<file path="config.mk">
export PLATFORM = sky130hd
export DESIGN_NAME = i2c_target_regbank
export DESIGN_NICKNAME = d
export VERILOG_FILES = /design/src/rtl/i2c_target_regbank.sv
export SDC_FILE = /design/constraint.sdc
export NUM_CORES = 1
export LEC_CHECK = 0
export BUFFER_PORTS_ARGS = -buffer_cell sky130_fd_sc_hd__buf_4
export CORE_MARGIN = 2
export CORE_UTILIZATION = 36
export DETAILED_ROUTE_END_ITERATION = 7
export PLACE_DENSITY = 0.66
export SETUP_SLACK_MARGIN = 0.5
export SLEW_MARGIN = 15
export SYNTH_ARGS = -nofsm -noshare
export SYNTH_HDL_FRONTEND = slang
export SYNTH_SLANG_ARGS = --single-unit
</file>
<file path="constraint.sdc">
create_clock -name clock -period 2.2 [get_ports clock]
set_input_delay 0.44 -clock clock [delete_from_list [all_inputs] [get_ports clock]]
set_output_delay 0.44 -clock clock [all_outputs]
set_load 0.05 [all_outputs]
</file>
<file path="src/rtl/i2c_target_regbank.sv">
// I2C target engine with an 8-bit register bank.
//
// The target sits on open-drain SCL/SDA pads and answers to the 7-bit address
// {BASE_ADDR[6:ADDR_SEL_W], addr_sel}. A write transfer carries a pointer byte
// followed by data bytes. The pointer auto-increments and wraps at REG_COUNT-1.
// A read transfer returns reg[ptr], reg[ptr+1], ... until the host NACKs.
// Registers 0..RO_COUNT-1 are read-only mirrors of status_in.
//
// Ports:
//   clock      system clock, at least 8x the SCL rate
//   reset_n    asynchronous active-low reset
//   scl_in     raw SCL pad input
//   sda_in     raw SDA pad input
//   sda_out    SDA pad drive: 0 pulls the line low, 1 releases it
//   addr_sel   low target address bits
//   status_in  read-only register sources; byte j feeds reg j
//   regs_out   packed register contents; byte j is reg j
//   wr_strobe  one-clock pulse when a writable register is updated
//   wr_index   index of the register written, valid with wr_strobe
//   busy       high from a detected START to a detected STOP
module i2c_target_regbank #(
  parameter logic [6:0]  BASE_ADDR   = 7'h20,
  parameter int unsigned ADDR_SEL_W  = 2,
  parameter int unsigned REG_COUNT   = 16,
  parameter int unsigned RO_COUNT    = 1,
  parameter int unsigned SYNC_STAGES = 2
) (
  input  logic                    clock,
  input  logic                    reset_n,
  input  logic                    scl_in,
  input  logic                    sda_in,
  output logic                    sda_out,
  input  logic [ADDR_SEL_W-1:0]   addr_sel,
  input  logic [8*RO_COUNT-1:0]   status_in,
  output logic [8*REG_COUNT-1:0]  regs_out,
  output logic                    wr_strobe,
  output logic [4:0]              wr_index,
  output logic                    busy
);

  localparam int unsigned IdxW     = (REG_COUNT > 1) ? $clog2(REG_COUNT) : 1;
  localparam logic [6:0]  SelMask  = 7'((1 << ADDR_SEL_W) - 1);
  localparam logic [4:0]  LastIdx  = 5'(REG_COUNT - 1);
  localparam logic [4:0]  RoLimit  = 5'(RO_COUNT);
  localparam logic [7:0]  RegLimit = 8'(REG_COUNT);

  typedef enum logic [2:0] {
    StIdle,
    StAddr,
    StAddrAck,
    StPtr,
    StWack,
    StWdata,
    StRdata,
    StRdataAck
  } state_e;

  // ---------------------------------------------------------------------------
  // Pad synchronizers and edge detection. Reset to 1 (idle bus level) so that
  // leaving reset never produces a spurious START or STOP.
  // ---------------------------------------------------------------------------
  logic [SYNC_STAGES-1:0] scl_sync_q, sda_sync_q;
  logic                   scl_prev_q, sda_prev_q;

  always_ff @(posedge clock or negedge reset_n) begin
    if (!reset_n) begin
      scl_sync_q <= '1;
      sda_sync_q <= '1;
      scl_prev_q <= 1'b1;
      sda_prev_q <= 1'b1;
    end else begin
      scl_sync_q <= {scl_sync_q[SYNC_STAGES-2:0], scl_in};
      sda_sync_q <= {sda_sync_q[SYNC_STAGES-2:0], sda_in};
      scl_prev_q <= scl_sync_q[SYNC_STAGES-1];
      sda_prev_q <= sda_sync_q[SYNC_STAGES-1];
    end
  end

  logic scl_s, sda_s;
  logic scl_rise, scl_fall, sda_rise, sda_fall;
  logic start_det, stop_det;

  assign scl_s     = scl_sync_q[SYNC_STAGES-1];
  assign sda_s     = sda_sync_q[SYNC_STAGES-1];
  assign scl_rise  = scl_s & ~scl_prev_q;
  assign scl_fall  = ~scl_s & scl_prev_q;
  assign sda_rise  = sda_s & ~sda_prev_q;
  assign sda_fall  = ~sda_s & sda_prev_q;
  assign start_det = scl_s & sda_fall;
  assign stop_det  = scl_s & sda_rise;

  // ---------------------------------------------------------------------------
  // Protocol state
  // ---------------------------------------------------------------------------
  state_e      state_q, state_d;
  logic [3:0]  bit_cnt_q, bit_cnt_d;
  logic [7:0]  shift_q, shift_d;
  logic [4:0]  ptr_q, ptr_d;
  logic        rw_q, rw_d;
  logic        sda_out_q, sda_out_d;
  logic        busy_q, busy_d;
  logic        wr_strobe_q, wr_strobe_d;
  logic [4:0]  wr_index_q, wr_index_d;
  logic        wr_en;

  logic [7:0]  regs [REG_COUNT];
  logic [7:0]  rx_byte;
  logic [7:0]  rd_byte;
  logic [4:0]  ptr_next;
  logic [6:0]  target_addr;

  assign rx_byte     = {shift_q[6:0], sda_s};
  assign rd_byte     = regs[ptr_q[IdxW-1:0]];
  assign ptr_next    = (ptr_q == LastIdx) ? 5'd0 : ptr_q + 5'd1;
  assign target_addr = (BASE_ADDR & ~SelMask) | (7'(addr_sel) & SelMask);

  always_ff @(posedge clock or negedge reset_n) begin
    if (!reset_n) begin
      state_q     <= StIdle;
      bit_cnt_q   <= 4'd0;
      shift_q     <= 8'd0;
      ptr_q       <= 5'd0;
      rw_q        <= 1'b0;
      sda_out_q   <= 1'b1;
      busy_q      <= 1'b0;
      wr_strobe_q <= 1'b0;
      wr_index_q  <= 5'd0;
    end else begin
      state_q     <= state_d;
      bit_cnt_q   <= bit_cnt_d;
      shift_q     <= shift_d;
      ptr_q       <= ptr_d;
      rw_q        <= rw_d;
      sda_out_q   <= sda_out_d;
      busy_q      <= busy_d;
      wr_strobe_q <= wr_strobe_d;
      wr_index_q  <= wr_index_d;
    end
  end

  always_comb begin
    state_d     = state_q;
    bit_cnt_d   = bit_cnt_q;
    shift_d     = shift_q;
    ptr_d       = ptr_q;
    rw_d        = rw_q;
    sda_out_d   = sda_out_q;
    busy_d      = busy_q;
    wr_strobe_d = 1'b0;
    wr_index_d  = wr_index_q;
    wr_en       = 1'b0;

    if (start_det) begin
      state_d   = StAddr;
      bit_cnt_d = 4'd0;
      sda_out_d = 1'b1;
      busy_d    = 1'b1;
    end else if (stop_det) begin
      state_d   = StIdle;
      sda_out_d = 1'b1;
      busy_d    = 1'b0;
    end else begin
      case (state_q)
        StAddr, StPtr, StWdata: begin
          if (scl_rise && bit_cnt_q != 4'd8) begin
            shift_d   = rx_byte;
            bit_cnt_d = bit_cnt_q + 4'd1;
            // Data byte completes on its 8th rising edge; commit immediately.
            if (state_q == StWdata && bit_cnt_q == 4'd7) begin
              if (ptr_q >= RoLimit) begin
                wr_en       = 1'b1;
                wr_strobe_d = 1'b1;
                wr_index_d  = ptr_q;
              end
              ptr_d = ptr_next;
            end
          end else if (scl_fall && bit_cnt_q == 4'd8) begin
            if (state_q == StAddr) begin
              if (shift_q[7:1] == target_addr) begin
                rw_d      = shift_q[0];
                sda_out_d = 1'b0;
                state_d   = StAddrAck;
              end else begin
                state_d   = StIdle;
              end
            end else if (state_q == StPtr) begin
              if (shift_q < RegLimit) begin
                ptr_d     = shift_q[4:0];
                sda_out_d = 1'b0;
                state_d   = StWack;
              end else begin
                state_d   = StIdle;
              end
            end else begin
              sda_out_d = 1'b0;
              state_d   = StWack;
            end
          end
        end

        StAddrAck: begin
          if (scl_fall) begin
            bit_cnt_d = 4'd0;
            if (rw_q) begin
              // Snapshot the register once per byte; first bit goes out now.
              sda_out_d = rd_byte[7];
              shift_d   = {rd_byte[6:0], 1'b0};
              state_d   = StRdata;
            end else begin
              sda_out_d = 1'b1;
              state_d   = StPtr;
            end
          end
        end

        StWack: begin
          if (scl_fall) begin
            sda_out_d = 1'b1;
            bit_cnt_d = 4'd0;
            state_d   = StWdata;
          end
        end

        StRdata: begin
          if (scl_rise && bit_cnt_q != 4'd8) begin
            bit_cnt_d = bit_cnt_q + 4'd1;
          end else if (scl_fall) begin
            if (bit_cnt_q == 4'd8) begin
              sda_out_d = 1'b1;
              state_d   = StRdataAck;
            end else begin
              sda_out_d = shift_q[7];
              shift_d   = {shift_q[6:0], 1'b0};
            end
          end
        end

        StRdataAck: begin
          // bit_cnt 8 = waiting for host ACK; 0 = ACK seen, reload on falling edge.
          if (scl_rise && bit_cnt_q == 4'd8) begin
            if (!sda_s) begin
              ptr_d     = ptr_next;
              bit_cnt_d = 4'd0;
            end else begin
              state_d   = StIdle;
            end
          end else if (scl_fall && bit_cnt_q == 4'd0) begin
            sda_out_d = rd_byte[7];
            shift_d   = {rd_byte[6:0], 1'b0};
            state_d   = StRdata;
          end
        end

        default: ;
      endcase
    end
  end

  // ---------------------------------------------------------------------------
  // Register bank. Read-only bytes are the second stage of a 2-flop status sync.
  // ---------------------------------------------------------------------------
  logic [8*RO_COUNT-1:0] status_meta_q;

  always_ff @(posedge clock or negedge reset_n) begin
    if (!reset_n) begin
      status_meta_q <= '0;
    end else begin
      status_meta_q <= status_in;
    end
  end

  for (genvar j = 0; j < REG_COUNT; j++) begin : g_reg
    logic [7:0] byte_q;

    if (j < RO_COUNT) begin : g_ro
      always_ff @(posedge clock or negedge reset_n) begin
        if (!reset_n) begin
          byte_q <= 8'd0;
        end else begin
          byte_q <= status_meta_q[8*j +: 8];
        end
      end
    end else begin : g_rw
      always_ff @(posedge clock or negedge reset_n) begin
        if (!reset_n) begin
          byte_q <= 8'd0;
        end else if (wr_en && ptr_q == 5'(j)) begin
          byte_q <= rx_byte;
        end
      end
    end

    assign regs[j]            = byte_q;
    assign regs_out[8*j +: 8] = byte_q;
  end

  assign sda_out   = sda_out_q;
  assign busy      = busy_q;
  assign wr_strobe = wr_strobe_q;
  assign wr_index  = wr_index_q;

endmodule

</file>
==> results of run 1 <==
## state kept, by name, indices dropped and copies added, names as in the netlist, 2 cells and up
name           cells
state_q            3
sda_sync_q         2
wr_index           5
g.byte_q         128
ptr_q              5
scl_sync_q         2
shift_q            8
status_meta_q      8
bit_cnt_q          4
## placed cells by master, fill, tap and decap left out, types with 4 or more instances in the layout
cell type / instances
nand3_4: 15
mux2_4: 97
o21ai_1: 6
buf_4: 206
dfstp_2: 7
a22oi_2: 12
nor2_4: 4
a21oi_1: 28
inv_6: 6
mux4_2: 31
nand3_1: 5
buf_6: 16
dfrtp_1: 156
nor2_1: 14
mux2_1: 23
buf_12: 6
a21oi_2: 7
o21ai_0: 8
dfrtp_2: 8
buf_16: 4
nand2_1: 17
mux2_2: 10
clkbuf_16: 17
nor2b_1: 9
## layout make-up
type                            count  area [sq um]
Inverter                            6         25.02
Sequential cell                   171          4298
Tap cell                          319         399.1
Multi-Input combinational cell    373          4390
Timing Repair Buffer              236          2012
Fill cell                        2008         11590
Clock inverter                     14         171.4
Clock buffer                       18         439.2
Antenna cell                        1         2.502
## cells by family after synthesis
logic type | after synthesis
mux | 163
xor+xnor | 6
compound gates | 94
fa+ha+maj | 6
simple gates | 104
flops | 171
buf+inv | 55
## synthesized netlist by cell type, types with 6 or more instances
cell	n
a21oi_1	34
a22oi_1	14
buf_2	11
buf_4	8
clkbuf_1	24
dfrtp_1	164
dfstp_2	7
ha_1	6
inv_1	6
mux2_1	31
mux2_2	19
mux2_4	80
mux4_2	31
nand2_1	21
nand3_1	6
nand3_4	14
nor2_1	21
nor2b_1	13
o21ai_0	13
## report_power, final
part / switching, W / internal, W
combinational: 0.00113 / 0.000706
clock: 0.00145 / 0.00166
sequential: 0.000183 / 0.00328
total: 0.00277 / 0.00565
## metal layers
metal,vias up,GRT usage
met3,28,0.04681
li1,2638,-
met1,3175,0.2922
met5,-,0
met2,206,0.3157
met4,0,0.05714
## how the worst max path moves through the flow
stage / cells after the start / slack [ns] / endpoint / start
final: 7 / 0.08 / g_reg[6].byte_q[7] / ptr_q[0]
after global routing: 10 / 0.03 / state_q[1] / bit_cnt_q[1]
after CTS: 9 / 0.11 / g_reg[12].byte_q[2] / bit_cnt_q[1]
after detailed placement: 7 / -0.07 / g_reg[12].byte_q[2] / scl_sync_q[1]
after global placement: 7 / -0.01 / g_reg[12].byte_q[1] / scl_sync_q[1]
after floorplan: 11 / 0.11 / g_reg[1].byte_q[4] / ptr_q[1]
## worst reg2reg max path, cell delays in order, from the launching register on
cell and delay [ns]:
dfrtp_2 0.53, ha_4 0.21, nor4_4 0.04, a21oi_2 0.17, and3_4 0.28, buf_12 0.17
nand3_4 0.22, mux2_4 0.37
## per-stage QoR
stage / cells / instance area [sq um] / total power, W
6_report: 1138 / 11740 / 0.008424
5_1_grt: 1137 / 11740 / 0.008741
2_1_floorplan: 599 / 8676 / 0.004408
3_5_place_dp: 1067 / 10290 / 0.004993
4_1_cts: 1125 / 11490 / 0.008297
3_3_place_gp: 1067 / 10290 / 0.004978
## repair_timing
action                                  CTS  global route
hold buffers                              1             0
pin swaps                                25            15
setup buffers                            21            12
resized for setup                        77            35
cloned                                    4             0
endpoints found under the setup margin  147           148
hold endpoints to repair                  6             0
==> out/results.ini, run 1 <==
[flow_run]
drv_cap = 0

[logic_synthesis]
synth_ff_type = dfrtp_1
synth.distinct_cells = 65
syn_area_per_cell_sq_um = 14.21
netlist_area_sq_mm = 0.008514
synth_top_area_cell = dfrtp_1
synth-compound-area-share = 0.07083
ys_ff_latch = 171
ys_warn_count = 0
yosysSeqAreaShare = 0.5036
synth.area.mux_share = 0.2916
synthXorXnorAreaFrac = 0.007054
synthSimpleGateAreaFrac = 0.08508
netlist_instances = 599
synth_fa_ha_area_frac = 0.008817
async_reset_ff_frac = 1.000
yosys-top-cells-area = dfrtp_1, mux2_4, mux4_2
synth_top_family_by_area = multiplexers
synth_top_area_share = 0.4820
syn_nets = 619
synth-edff-count = 0

[critical_path]
crit_fanout = 8
r2r_slack_ns = 0.08
worstReg2RegStart = ptr_q[0]
cp_cell_sequence = ha_4, nor4_4, a21oi_2, and3_4, buf_12, nand3_4, mux2_4
required_ns = 2.51
criticalPathCategory = flop to flop
crit_arrival_ns = 2.43
slowest_delay_ns = 0.53
cp-end-kind = flop
r2r_cells = 7
start_kind = flop
cp_num_buf_inv = 1
slowest_stage = dfrtp_2
critical-path-top-delay-family = flip-flops
r2r_end = g_reg[6].byte_q[7]

[cts]
cts_made_buffers = 17
cts.sinks = 171
clkLatencyLatePin_ns = 0.44
clockBufferDepth = 2
path_clk_slew_ns = 0.08
root_buffer = clkbuf_16
htreeDepth = 4
cts_tree = built

[status]
outcome = finished, final reports clean

[grt]
grt.total_usage = 0.2055
grt_max_degree = 65
antenna_found_initial = 0
grt_overflow = 0
grt_first_pass_wirelength_mm = 37.86
grt_pass1_vias = 6161

[placement]
place.gp.congestion = 0.9049
hpwl_mm = 16.70
port_buffers = 149
dp_slack_ns = -0.07062

[floorplanning]
ios = 150
fp.dieH_microns = 157.8
core_area_sq_mm = 0.02333
dieWidth_microns = 157.8
die_area_sq_mm = 0.02490
start_util = 0.3649
rows = 56

[sta]
fin_skew_ns = 0.01384
worst_slack_ns = 0.08112
slew_headroom = 0.4393
finalSetupViolCount = 0
finalCriticalPeriod_ns = 2.119
rsz0062_at_grt = true
fmax_ghz = 0.4719
tns_ns = 0
worst_slew_pin_slew_ns = 0.8411
hold_viol = 0
whs_ns = 0.1008
fin_crit_sh = 0.9631
final_max_slew_viol_count = 0

[routing]
wl_met2_mm = 11.94
drt_iter0_markers = 334
vias = 6047
via_per_inst = 5.314
dr.pass1.iters = 5
drc = 0
ant_nets = 0
wl_per_cell_microns = 22.12
wl_met1_mm = 11.34
wl_met3_mm = 1.495
top_layer_used = met4
wl_mm = 25.17

[power_and_ir_drop]
power_leakage_nw = 5.736
p_per_area_mw_per_mm2 = 717.7
vdd_drop_max_mv = 0.4813

[cells_and_area]
area_growth_pct = 37.85
final_util = 0.5031
drive_gt1_frac = 0.6112
nNetsFinal = 825

[min_path]
min_to = status_meta_q[1]
worstHoldStart = status_in[1]
hp-class = primary input to flop
min_path_cells = 1

No activity file was read; power rests on OpenSTA's default activity.
==> run 2, diff against run 1 <==
--- a/config.mk
+++ b/config.mk
@@ -9,7 +9,7 @@
 export CORE_MARGIN = 2
 export CORE_UTILIZATION = 36
 export DETAILED_ROUTE_END_ITERATION = 7
-export PLACE_DENSITY = 0.66
+export PLACE_DENSITY = 0.63
 export SETUP_SLACK_MARGIN = 0.5
 export SLEW_MARGIN = 15
 export SYNTH_ARGS = -nofsm -noshare
==> constraint.sdc (replaced) <==
create_clock -name clock -period 2 [get_ports clock]
set_input_delay 0.4 -clock clock [delete_from_list [all_inputs] [get_ports clock]]
set_output_delay 0.4 -clock clock [all_outputs]
set_load 0.05 [all_outputs]
==> out/results.ini, run 2 (synthesis results as in run 1) <==
[min_path]
hp-class = primary input to flop

[critical_path]
slowest_delay_ns = 0.38
criticalPathCategory = flop to flop
r2r_slack_ns = -0.11
required_ns = 2.32
crit_arrival_ns = 2.43
start_kind = flop
crit_fanout = 8
critical-path-top-delay-family = simple AND/OR/NAND/NOR gates
cp_num_buf_inv = 2
slowest_stage = dfrtp_1
cp_cell_sequence = ha_2, nand2_4, nor4_4, buf_4, and3_4, buf_12, nand3_4, mux2_4
cp-end-kind = flop

[cells_and_area]
drive_gt1_frac = 0.6526
n_antenna_cell = 0
n_fill_cell = 1959
final_cell_mix = buf_4, dfrtp_1, mux2_4, buf_6, mux4_2
nNetsFinal = 839
area_growth_pct = 41.57
largest_register_ffs = 128
final_common_cell = buf_4
layoutNonFillerInstCount = 1151
regMostFlops = g.byte_q
largest_registers = g.byte_q: 128 flops, shift_q: 8 flops, status_meta_q: 8 flops

[power_and_ir_drop]
p_per_area_mw_per_mm2 = 790.1
power_leakage_nw = 5.886
vdd_drop_max_mv = 0.5728

[grt]
grt.total_usage = 0.2048
grt_pass1_vias = 6034
grt_overflow = 0
grt_first_pass_wirelength_mm = 37.84
antenna_found_initial = 0
grt_max_degree = 50

[floorplanning]
core_area_sq_mm = 0.02333
fp.dieH_microns = 157.8
dieWidth_microns = 157.8
die_area_sq_mm = 0.02490
ios = 150
start_util = 0.3649
rows = 56

[routing]
dr.pass1.iters = 6
wl_mm = 25.13
via_per_inst = 5.316
vias = 6119
wl_per_cell_microns = 21.83
ant_nets = 0
drc = 0
drt_iter0_markers = 416

[cts]
path_clk_slew_ns = 0.08
clockBufferDepth = 2
root_buffer = clkbuf_16
cts_made_buffers = 17
htreeDepth = 4
cts_tree = built
clkLatencyLatePin_ns = 0.44
cts.sinks = 171

[sta]
fin_crit_sh = 1.054
final_max_slew_viol_count = 0
finalSetupViolCount = 134
worst_slew_pin_slew_ns = 0.7708
fin_skew_ns = 0.01340
slew_headroom = 0.4861
worst_slack_ns = -0.1084
fmax_ghz = 0.4743
rsz0062_at_grt = true
finalCriticalPeriod_ns = 2.108
hold_viol = 0

[flow_run]
drv_cap = 0

[placement]
dp.cells = 1093
place.gp.congestion = 0.8569
port_buffers = 149
dp_slack_ns = -0.2229
hpwl_mm = 16.83

[status]
violations = setup timing
outcome = finished with violations

## run 2: power by group
part / switching, W / total, W / internal (W)
sequential: 0.000181 / 0.00379 / 0.00361
combinational: 0.00134 / 0.00225 / 0.000919
clock: 0.00166 / 0.00348 / 0.00182
## run 2: area by class of cell
cell class	instances	area [sq um]	area share
Sequential cell	171	4307	0.3573
Clock inverter	15	193.9	0.01609
Inverter	6	27.53	0.002284
Clock buffer	17	425.4	0.03529
Multi-Input combinational cell	373	4482	0.3718
Timing Repair Buffer	250	2220	0.1841
Tap cell	319	399.1	0.03311
## run 2: metrics by stage
step | power [W] | instance area, sq um | setup TNS (ns) | hold WS, ns | util
2_1_floorplan | 0.004867 | 8713 | -7.339 | 0.1044 | -
3_3_place_gp | 0.005598 | 10600 | -24.22 | 0.3320 | 0.4541
3_5_place_dp | 0.005612 | 10600 | -23.97 | 0.3358 | 0.4541
4_1_cts | 0.009310 | 11670 | -11.84 | 0.05206 | 0.5002
5_1_grt | 0.009872 | 12050 | -15.16 | 0.04688 | 0.5166
6_report | 0.009524 | 12050 | -6.927 | 0.06457 | 0.5166
## run 2: metal layers
metal,vias up,track usage,wire length [microns]
li1,2652,-,-
met1,3204,0.2988,11660
met2,242,0.3068,11520
met3,21,0.04544,1623
met4,0,0.05758,317
met5,-,0,0
## run 2: final timing paths
path / startpoint / endpoint / cells past startpoint
min reg2reg: status_meta_q[2] / g_reg[0].byte_q[2] / 0
max: bit_cnt_q[0] / g_reg[4].byte_q[4] / 8
min in group asynchronous: reset_n / status_meta_q[7] / 2
max in group asynchronous: reset_n / g_reg[4].byte_q[4] / 3
max reg2reg: bit_cnt_q[0] / g_reg[4].byte_q[4] / 8
min: status_in[4] / status_meta_q[4] / 1
## run 2: what timing repair did
item / 4_1_cts / 5_1_grt
hold endpoints to repair: 38 / 0
pin swaps: 20 / 19
buffers inserted: 16 / 9
endpoints found under the setup margin: 158 / 171
resized for setup: 87 / 76
hold buffers: 1 / 0
## run 2: worst reg2reg max path, cell delays in order (launching register included)
cell and delay (ns):
dfrtp_1 0.38, ha_2 0.22, nand2_4 0.07, nor4_4 0.20, buf_4 0.16, and3_4 0.21
buf_12 0.16, nand3_4 0.23, mux2_4 0.38
